## src/rtl/gpio_pkg.sv

```systemverilog
// Constants and bus request type shared by the GPIO-side wishbone slaves.
package gpio_pkg;

    localparam logic [1:0] GPD_STATE = 2'd0;
    localparam logic [1:0] GPD_DIV   = 2'd1;
    localparam logic [1:0] GPD_PEND  = 2'd2;
    localparam logic [1:0] GPD_MASK  = 2'd3;

    typedef struct packed {
        logic        stb;
        logic        we;
        logic [1:0]  addr;
        logic [31:0] data;
    } gpd_req_t;

endpackage

```

## src/rtl/gpio_debounce_bit.sv

```systemverilog
// One pin: two-flop synchroniser and a tick-driven consecutive-sample debouncer.
module debounce_bit #(
    parameter int   THRESH = 4,
    parameter logic RST_ST = 1'b0
) (
    input  logic i_clk,
    input  logic i_reset,
    input  logic i_tick,
    input  logic i_pin,
    output logic o_st,
    output logic o_chg
);

    localparam int CW = 4;

    logic          s1_q, s2_q, st_q;
    logic [CW-1:0] cnt_q;
    logic          differ, at_thr;

    assign differ = (s2_q != st_q);
    assign at_thr = (cnt_q == CW'(THRESH - 1));
    // Combinational so the pending flag sets on the same edge the level flips.
    assign o_chg  = i_tick && differ && at_thr;
    assign o_st   = st_q;

    always_ff @(posedge i_clk or posedge i_reset) begin
        if (i_reset) begin
            s1_q  <= 1'b0;
            s2_q  <= 1'b0;
            st_q  <= RST_ST;
            cnt_q <= '0;
        end else begin
            s1_q <= i_pin;
            s2_q <= s1_q;
            if (i_tick) begin
                if (!differ) begin
                    cnt_q <= '0;
                end else if (at_thr) begin
                    st_q  <= s2_q;
                    cnt_q <= '0;
                end else begin
                    cnt_q <= cnt_q + 1'b1;
                end
            end
        end
    end

endmodule

```

## src/rtl/gpio_debounce.sv

```systemverilog
// Debounced pin input block: sample-tick prescaler, per-pin cells and a
// four-register wishbone slave with latched change flags and interrupt mask.
module gpio_debounce
    import gpio_pkg::*;
#(
    parameter int              NIN         = 16,
    parameter int              DIVW        = 24,
    parameter logic [DIVW-1:0] DEFAULT_DIV = 24'd99_999,
    parameter int              THRESH      = 4,
    parameter logic [15:0]     DEFAULT     = 16'h0000
) (
    input  logic            i_clk,
    input  logic            i_reset,
    input  logic            i_wb_cyc,
    input  logic            i_wb_stb,
    input  logic            i_wb_we,
    input  logic [1:0]      i_wb_addr,
    input  logic [31:0]     i_wb_data,
    output logic            o_wb_ack,
    output logic            o_wb_stall,
    output logic [31:0]     o_wb_data,
    input  logic [NIN-1:0]  i_pin,
    output logic [NIN-1:0]  o_gpio,
    output logic            o_int
);

    gpd_req_t        req;
    logic [NIN-1:0]  st, chg;
    logic [DIVW-1:0] pre_q, pre_d, div_q;
    logic [NIN-1:0]  pend_q, pend_d, mask_q;
    logic            int_q, ack_q;
    logic [31:0]     rdata_q, rdata_d;
    logic            wr, div_wr, tick;
    logic            unused_ok;

    assign req       = '{stb: i_wb_stb, we: i_wb_we, addr: i_wb_addr, data: i_wb_data};
    assign unused_ok = ^{i_wb_cyc, i_wb_data};

    assign wr     = req.stb && req.we;
    assign div_wr = wr && (req.addr == GPD_DIV);
    // A divider write restarts the count, so it swallows any tick due this cycle.
    assign tick   = (pre_q == '0) && !div_wr;

    always_comb begin
        pre_d = pre_q - 1'b1;
        if (div_wr)
            pre_d = req.data[DIVW-1:0];
        else if (pre_q == '0)
            pre_d = div_q;
    end

    always_comb begin
        pend_d = pend_q;
        if (wr && (req.addr == GPD_PEND))
            pend_d = pend_q & ~req.data[NIN-1:0];
        pend_d = pend_d | chg;
    end

    always_comb begin
        rdata_d = '0;
        case (req.addr)
            GPD_STATE: rdata_d = 32'(st);
            GPD_DIV:   rdata_d = 32'(div_q);
            GPD_PEND:  rdata_d = 32'(pend_q);
            default:   rdata_d = 32'(mask_q);
        endcase
    end

    for (genvar i = 0; i < NIN; i++) begin : g_pin
        debounce_bit #(
            .THRESH (THRESH),
            .RST_ST (DEFAULT[i])
        ) u_bit (
            .i_clk   (i_clk),
            .i_reset (i_reset),
            .i_tick  (tick),
            .i_pin   (i_pin[i]),
            .o_st    (st[i]),
            .o_chg   (chg[i])
        );
    end

    always_ff @(posedge i_clk or posedge i_reset) begin
        if (i_reset) begin
            pre_q   <= DEFAULT_DIV;
            div_q   <= DEFAULT_DIV;
            pend_q  <= '0;
            mask_q  <= '0;
            int_q   <= 1'b0;
            ack_q   <= 1'b0;
            rdata_q <= '0;
        end else begin
            pre_q  <= pre_d;
            pend_q <= pend_d;
            int_q  <= |(pend_q & mask_q);
            ack_q  <= req.stb;
            if (div_wr)
                div_q <= req.data[DIVW-1:0];
            if (wr && (req.addr == GPD_MASK))
                mask_q <= req.data[NIN-1:0];
            if (req.stb)
                rdata_q <= rdata_d;
        end
    end

    assign o_gpio     = st;
    assign o_int      = int_q;
    assign o_wb_ack   = ack_q;
    assign o_wb_stall = 1'b0;
    assign o_wb_data  = rdata_q;

endmodule

```

## config.mk

```make
export PLATFORM = sky130hd
export DESIGN_NAME = gpio_debounce
export DESIGN_NICKNAME = d
export VERILOG_FILES = /design/src/rtl/gpio_pkg.sv /design/src/rtl/gpio_debounce_bit.sv /design/src/rtl/gpio_debounce.sv
export SDC_FILE = /design/constraint.sdc
export NUM_CORES = 1
export LEC_CHECK = 0
export CAP_MARGIN = 30
export CORE_MARGIN = 3
export CORE_UTILIZATION = 60
export DETAILED_ROUTE_END_ITERATION = 10
export GPL_TIMING_DRIVEN = 0
export PLACE_DENSITY_LB_ADDON = 0.05
export SLEW_MARGIN = 20
export SYNTH_ARGS = -nofsm -noshare
export SYNTH_HDL_FRONTEND = slang
export SYNTH_SLANG_ARGS = --single-unit
```

## constraint.sdc

```tcl
create_clock -name i_clk -period 14.5 [get_ports i_clk]
set_input_delay 3.625 -clock i_clk [delete_from_list [all_inputs] [get_ports i_clk]]
set_output_delay 3.625 -clock i_clk [all_outputs]
set_load 0.01 [all_outputs]
```

==> PnR_summary.wiki <==
{| class="wikitable"
! Metric !! Value
|-
| Proportion of synthesized chip area in sequential cells || 54.1%
|-
| Via count of the first global-routing pass || 7381
|-
| Number of storage elements in the synthesis netlist || 218
|-
| Setup repair after global routing missed its margin || false
|-
| Drt drc || 0
|-
| Initial core utilization || 62.4%
|-
| Cells after Synth || 956
|-
| Critical Setup Path Class || input pin to register
|-
| Boundary Pins || 106
|-
| Die outline width || 136 um
|-
| Total Wirelength || 25200 um
|-
| Number of buffer cells added on primary ports || 85
|-
| Count of buffers added by post-CTS timing repair for setup || 0
|-
| Vertical die dimension || 136 um
|-
| Insertion delay of the later-clocked pin in the worst-skew pair || 0.50 ns
|-
| Number of maximum-capacitance constraint violations || 0
|-
| Overall global routing resource usage || 27.5%
|-
| Path class of the lowest-slack min-delay path || register to register
|-
| Most used standard cells in the synthesized netlist || nand2_1, dfrtp_1, o21ai_0
|-
| Clock input transition at the sequential cells of the worst setup and hold paths || 0.06 ns
|-
| Combinational share of power || 13.2%
|-
| Share of async-settable or async-resettable flops after synthesis || 100%
|-
| Int Pwr || 0.00114 W
|-
| Kind of cell with the highest combined delay on the critical path || buffers and inverters
|-
| Final total negative setup slack || 0 ns
|-
| Clock tree from TritonCTS || yes
|-
| Startpoint type of the worst setup path || input pin
|-
| Instance count along the most critical hold path || 0
|-
| Share of the synthesized area in the top cell type || 48.9%
|-
| Net Sw Power || 0.000398 W
|-
| Result of the run || completed
|-
| Delay of the slowest cell on the worst path || 0.92 ns
|-
| Slew HR || 28.7%
|-
| Most instantiated flip-flop cell in the synthesis netlist || dfrtp_1
|-
| Routability congestion estimate from global placement || 0.934
|-
| Count of antenna diodes in the layout || 0
|-
| Critical Path Fanout Max || 10
|-
| Worst-Margin Slew || 1.07 ns
|-
| CTS buffer count || 23
|-
| Worst path most repeated cell || nand2_1
|-
| Worst hold path startpoint || g_pin[1].u_bit.s1_q
|-
| Avg Synthesized Cell Area || 10.6 um^2
|-
| Maximum clock skew at final layout || 0.0146 ns
|-
| Launching point of the worst reg2reg path || pre_q[0]
|-
| Final instance area || 12100 um^2
|-
| Leakage component of the power || 5.60 nW
|-
| Total vias in the final route || 7717
|-
| Largest net degree at the start of global routing || 107
|-
| Switching power as a share of total power || 25.9%
|-
| Top-count cell post-synth || nand2_1
|-
| Data required time at the worst endpoint || 14.89 ns
|-
| Total power density per cell area || 127 nW/um^2
|-
| Average wire length per cell after detail routing || 19.3 um
|-
| # H-tree levels || 1
|-
| Resize count post-CTS || 0
|-
| Achievable clock frequency || 161 MHz
|-
| Layout cells sized above 1 || 16.2%
|-
| Count of clock tree sinks || 218
|-
| Final critical path time including I/O delays and setup || 6.21 ns
|-
| Number of endpoints failing setup at the final stage || 0
|-
| Critical Path Slowest Stage Cell || nor3b_1
|-
| Initial detailed-routing violation count || 718
|-
| Pins over their slew limit || 0
|-
| 1st-pass router iterations || 5
|-
| Cell Area, Synth || 10100 um^2
|-
| Area contributors post-synth || dfrtp_1, nand2_1, dfstp_2
|-
| Largest buffer count on any clock path || 3
|-
| Number of vias per cell || 5.90
|-
| CP Capture Type || register
|-
| Utilization after layout || 74.5%
|-
| Initial antenna violation count || 0
|-
| Worst Reg-to-Reg Cells || 9
|-
| Hold-fix buffers, CTS || 0
|-
| First-pass GRT wire length || 39400 um
|-
| Final Hold Fails || 0
|-
| Register share of total power || 48.8%
|-
| Destination of the worst register-to-register timing path || pend_q[12]
|-
| Sum of buffers and inverters on the critical path || 3
|-
| Stages on the worst setup path || 8
|-
| Final antenna-violating net count || 0
|-
| Unique masters post-synth || 54
|-
| Cell chain of the critical path || clkdlybuf4s50_1 > clkbuf_1 > nand2_1 > nor3b_1 > clkbuf_1 > nand2_1 > nand2_1 > nand2_1
|-
| HPWL after detailed placement || 17400 um
|-
| Post-Place Cell Area || 11300 um^2
|-
| Tcrit/Tclk final || 42.8%
|-
| Hold-critical path endpoint || g_pin[1].u_bit.s2_q
|-
| Global route overflow || 0
|-
| Cell at the root of the clock tree || clkbuf_16
|-
| Area delta synth->final || 19.3%
|-
| Layout net count || 1148
|-
| Rows || 46
|-
| Layout filler cell count || 1148
|-
| Floorplan die area || 18500 um^2
|-
| Flop-to-flop setup slack || 11.64 ns
|-
| Placeable core region || 16200 um^2
|-
| Worst EP arrival || 6.60 ns
|-
| Synth warnings || 0
|-
| Part of the total power dissipated in the clock network || 38.0%
|-
| Dominant cell type by area after synthesis || dfrtp_1
|-
| Post-synth EDFFs || 0
|-
| Peak supply drop || 0.0880 mV
|}
[through the flow]
step	instances	total power, W	hold slack, ns	worst slack, ns
after floorplan	964	0.000875	0.331	4.94
final	1307	0.00154	0.346	8.29
after CTS	1307	0.00154	0.348	8.47
after detailed placement	1267	0.000956	0.336	7.95
after global placement	1265	0.000947	0.332	2.24
after global routing	1307	0.00159	0.353	8.24
[power groups by stage]
stage	clock (W)	sequential [W]	combinational [W]
2_1_floorplan	0	0.000740	0.000135
3_3_place_gp	0	0.000753	0.000194
3_5_place_dp	0	0.000756	0.000201
4_1_cts	0.000588	0.000747	0.000203
5_1_grt	0.000611	0.000756	0.000224
6_report	0.000583	0.000750	0.000203
[worst max-delay path by stage]
stage,from,endpoint,slack (ns)
after CTS,i_wb_stb,g_pin[13].u_bit.cnt_q[0],8.47
after global placement,i_reset,g_pin[8].u_bit.s2_q,2.24
after global routing,i_wb_stb,pend_q[9],8.24
after floorplan,i_reset,div_q[11],4.94
after detailed placement,i_wb_stb,g_pin[13].u_bit.cnt_q[0],7.95
final,i_wb_stb,pend_q[9],8.29
[cell families (layout without fill, tap and decap cells)]
logic type	Yosys count	in the layout	share of synthesized area (%)
and+or+nand+nor	401	401	19.5
muxes	67	67	9.21
DFF	218	218	54.1
buffers and inverters	74	201	3.86
other	1	9	0.0370
AOI/OAI and AO/OA	147	147	8.51
xor gates and xnor gates	31	31	2.68
adders and majority gates	17	17	2.10
[layout by cell type, fill, tap and decap left out, drive strengths merged, types with 17 or more instances in the layout]
cell and instances:
buf 40, clkbuf 58, clkdlybuf4s50 85, dfrtp 198
dfstp 20, ha 17, mux2 50, nand2 210
nand3 50, nor2 17, nor3b 17, o21ai 100
o31ai 19, or2 19, xor2 23
[flip-flops by register name (all words and copies together) (netlist names)]
name,cells
o_wb_data,24
g_pin.u_bit.s1_q,16
g_pin.u_bit.cnt_q,64
g_pin.u_bit.s2_q,16
pend_q,16
pre_q,24
g_pin.u_bit.o_st,16
o_wb_ack,1
mask_q,16
div_q,24
o_int,1
[metal layers]
metal | global-route usage, % | wire, um | vias up
met1 | 39.0 | 10800 | 3812
li1 | - | - | 3541
met2 | 44.0 | 11700 | 317
met5 | 0 | 0 | -
met3 | 4.89 | 1880 | 47
met4 | 8.57 | 797 | 0
[layout make-up]
cell class                      instances  area (um^2)  area share, %
Inverter                               13         56.3          0.465
Timing Repair Buffer                   87          906           7.49
Sequential cell                       218         5480           45.3
Clock inverter                          5         75.1          0.621
Multi-Input combinational cell        672         4290           35.5
Buffer                                 61          343           2.83
Clock buffer                           35          671           5.54
Tap cell                              216          270           2.23
Note: power is estimated with default switching activity, not from simulation.
